==> config.mk <==
export PLATFORM = sky130hd
export DESIGN_NAME = alu_1bit
export DESIGN_NICKNAME = d
export VERILOG_FILES = /design/src/rtl/alu_pkg.sv /design/src/rtl/full_adder_1b.sv /design/src/rtl/alu_1bit.sv
export SDC_FILE = /design/constraint.sdc
export NUM_CORES = 1
export LEC_CHECK = 0
export ABC_AREA = 1
export CAP_MARGIN = 10
export CORE_AREA = 8 8 45 47
export CTS_CLUSTER_DIAMETER = 200
export DETAILED_ROUTE_END_ITERATION = 12
export DIE_AREA = 0 0 53 55
export PLACE_DENSITY = 0.44
export SYNTH_ARGS = -nofsm -noshare
export SYNTH_HDL_FRONTEND = slang
export SYNTH_SLANG_ARGS = --single-unit
export TNS_END_PERCENT = 5
==> constraint.sdc <==
create_clock -name clk -period 0.8 [get_ports clk]
set_clock_uncertainty 0.05 [all_clocks]
set_input_delay 0.16 -clock clk [delete_from_list [all_inputs] [get_ports clk]]
set_output_delay 0.16 -clock clk [all_outputs]
set_load 0.01 [all_outputs]
==> src/rtl/alu_pkg.sv <==
// Shared definitions for the 1-bit ALU slice: control codes and the control type.
package alu_pkg;

  typedef logic [3:0] alu_ctrl_t;

  // Control layout is {ainvert, bnegate, op[1:0]}.
  localparam alu_ctrl_t ALU_AND = 4'b0000;
  localparam alu_ctrl_t ALU_OR  = 4'b0001;
  localparam alu_ctrl_t ALU_ADD = 4'b0010;
  localparam alu_ctrl_t ALU_SUB = 4'b0110;
  localparam alu_ctrl_t ALU_SLT = 4'b0111;
  localparam alu_ctrl_t ALU_NOR = 4'b1100;

endpackage

==> src/rtl/full_adder_1b.sv <==
// Purely combinational 1-bit full adder, shared with wider ripple ALUs.
module full_adder_1b (
  input  logic a,
  input  logic b,
  input  logic cin,
  output logic sum,
  output logic cout
);

  // Sum and majority carry.
  always_comb begin
    sum  = a ^ b ^ cin;
    cout = (a & b) | (a & cin) | (b & cin);
  end

endmodule

==> src/rtl/alu_1bit.sv <==
// Single-bit ALU slice with registered result and carry out.
//
// Interface timing: there is no handshake and no enable. The inputs are
// sampled at every rising clk edge, and result/cout show the value for those
// inputs one cycle later. The outputs hold until the next edge.
module alu_1bit
  import alu_pkg::*;
(
  input  logic       clk,
  input  logic       rst,
  input  logic       a,
  input  logic       b,
  input  logic       binvert,
  input  logic [3:0] control,
  output logic       result,
  output logic       cout
);

  alu_ctrl_t ctrl;
  logic      a_eff;
  logic      b_eff;
  logic      cin;
  logic      fa_sum;
  logic      fa_cout;
  logic      result_d;
  logic      result_q;
  logic      cout_d;
  logic      cout_q;

  // Arithmetic operands. binvert alone inverts B and supplies the carry-in.
  // control[2] only takes part in the decode match below.
  always_comb begin
    ctrl  = control;
    a_eff = a ^ ctrl[3];
    b_eff = b ^ binvert;
    cin   = binvert;
  end

  full_adder_1b u_fa (
    .a    (a_eff),
    .b    (b_eff),
    .cin  (cin),
    .sum  (fa_sum),
    .cout (fa_cout)
  );

  // Decode on the full control code. Logic ops use the raw operands.
  // Arithmetic ops use the adder. SLT is the borrow of a-b, which is the
  // inverted carry of a + ~b + 1. Unlisted codes produce zeros.
  always_comb begin
    result_d = 1'b0;
    cout_d   = 1'b0;
    case (ctrl)
      ALU_AND: result_d = a & b;
      ALU_OR:  result_d = a | b;
      ALU_NOR: result_d = ~(a | b);
      ALU_ADD: begin
        result_d = fa_sum;
        cout_d   = fa_cout;
      end
      ALU_SUB: begin
        result_d = fa_sum;
        cout_d   = fa_cout;
      end
      ALU_SLT: result_d = ~fa_cout;
      default: begin
        result_d = 1'b0;
        cout_d   = 1'b0;
      end
    endcase
  end

  // Output register. Reset takes priority and drops whatever was being computed.
  always_ff @(posedge clk) begin
    if (rst) begin
      result_q <= 1'b0;
      cout_q   <= 1'b0;
    end else begin
      result_q <= result_d;
      cout_q   <= cout_d;
    end
  end

  assign result = result_q;
  assign cout   = cout_q;

endmodule

==> metrics.cfg <==
[clock_tree]
root_buffer=clkbuf_4
cts_tree=built
cts_buffers=3
clock_sink_count=2
path_clk_slew_ns=0.03
clock_path_buffers=2
hold_buffers=0
cts-htree-levels=1

[synthesis]
yosys_warnings=0
ys_seq_area_share_pct=21.8
ys_types=11
synth_common_cells=11 x nand2_1, 5 x nand3_1, 4 x inv_1, 4 x inv_2, 4 x nor2_1
yosysMostFrequentCell=nand2_1
synth.area.top_cells=nand2_1 22%, dfxtp_1 22%, nand3_1 14%
synth_area_leader_cell=nand2_1
avgSynthCellArea_um2=5.26
synth_area_um2=184
synth_top_area_share_pct=22.4
yosys_most_used_dff=dfxtp_1
synth.net_count=44
synth-seq-cells=2
async_flop_share_pct=0
syn_inst=35
synth_edf_count=0

[worst_setup_path]
path_max_fanout=1
slowest_stage=dfxtp_1
crit_arrival_ns=0.63
cp_top_family=flip-flops
cp.buffers_inverters=1
path_class=register to primary output
worstSetupEndpointType=primary output
cp_cell_sequence=buf_2
critical_path_required_ns=0.59
cp_slowest_stage_delay_ns=0.29
startpoint_type=register

[global_route]
grt_max_degree=5
antenna_found_initial=0
grt.met1_usage_pct=4.22
grt_pass1_vias=280
grt_overflow=0
grt_pass1_wl_mm=1.06
grt_util_all_layers_pct=4.58
grt.met3_usage_pct=2.14
met2_usage_pct=9.38
gr-max-usage-layer=met2

[timing]
maxSlewViolCount=0
fmax_mhz=1180
setup_ws_ns=-0.0440
setup_viol=2
finalCritPeriodShare_pct=106
relSlewSlack_pct=90.4
rsz0062_at_grt=true
tightest_slew_ns=0.142
hold_viol=0
min_period_ns=0.844
finalSetupTns_ns=-0.0810

[final_layout]
instances_no_fill=66
fin_util_pct=23.8
layout-drive-gt1-share_pct=40.0
final_nets=61
n_antenna_cell=0
synthToLayoutAreaGrowth_pct=78.9

[power_and_ir_drop]
powerDensity_nw_per_um2=1290
p_leak_nw=0.185
irDropWorstVdd_uv=443

[routing]
dr_total_vias=258
vias_per_cell=3.91
firstDrtPassIters=4
drt_first_iter_violations=4
drtAntennaViolNets=0
routedWlPerCell_um=8.85
wl_um=584
drc=0

[floorplanning]
die_h_um=55
start_util_pct=13.3
die_w_um=53
ios=11
dieArea_um2=2920
rows=14
core_area_um2=1380

[placement]
dp_hpwl_um=524
portBuffers=10
place.gp.congestion=0.720
numPlacedInstances=63

[hold_path]
min_path_cells=4
min_to=cout
hold_class=input port to register
hp-start=a

[run_status]
outcome=finished, violations left
violations=setup timing

[job]
drv_cap=0

how the worst max path moves through the flow:
stage                           from     end  slack, ns  cells past startpoint
after floorplan           control[3]  result       0.09                      9
after CTS                     result  result      -0.06                      1
final                         result  result      -0.04                      1
after global placement    control[3]  result      -0.53                     10
after detailed placement  control[3]  result      -0.53                     10
after global routing          result  result      -0.09                      1
logic make-up after synthesis:
family                 after synthesis  share of synthesized area, %
flip-flops                           2                          21.8
AND/OR/NAND/NOR                     23                          56.5
AO/OA/AOI/OAI                        2                          5.44
buffers and inverters                8                          16.3
flip-flops by register name, indices dropped and copies added (netlist names):
register / count
result: 1
cout: 1
area by class of cell:
type,instances,area [µm²]
clock buffers,3,22.5
fillers,157,1050
inverters,8,30.0
multi-input cells,25,124
flip-flops and latches,2,40.0
well taps,16,20.0
repair buffers,12,92.6
stage by stage:
stage	total power [mW]	hold WS, ns	cell area, µm²	setup WS, ns
floorplan	0.150	0.263	184	0.0939
global placement	0.221	0.709	319	-0.527
detailed placement	0.221	0.713	319	-0.531
CTS	0.440	0.320	337	-0.0616
global route	0.461	0.341	329	-0.0886
finish	0.424	0.303	329	-0.0440
metal layers:
metal	share of wire, %	wire (µm)
met1	37	214
met2	59	347
met3	3.8	22
met4	0	0
met5	0	0
tightest hold or removal path: stages:
cell	delay (ns)
clkbuf_2	0.13
nand2_1	0.08
nand3_2	0.09
a21oi_1	0.06
report_power, final:
group	internal [mW]	switching, mW
logic	0.0488	0.0546
registers	0.104	0.000617
clock network	0.165	0.0511
layout by cell type, fill, tap and decap left out, drive strengths merged, types with 2 or more instances in the layout:
cell type,instances
clkbuf,5
dlygate4sd2,3
clkdlybuf4s15,2
dfxtp,2
nor2,4
buf,4
nand2,12
inv,8
nand3,6
timing repair:
action | CTS | global route
setup buffers | 0 | 0
pin swaps | 2 | 0
endpoints found under the setup margin | 4 | 4
resized for setup | 23 | 3
Power figures use the tool's default switching activity.
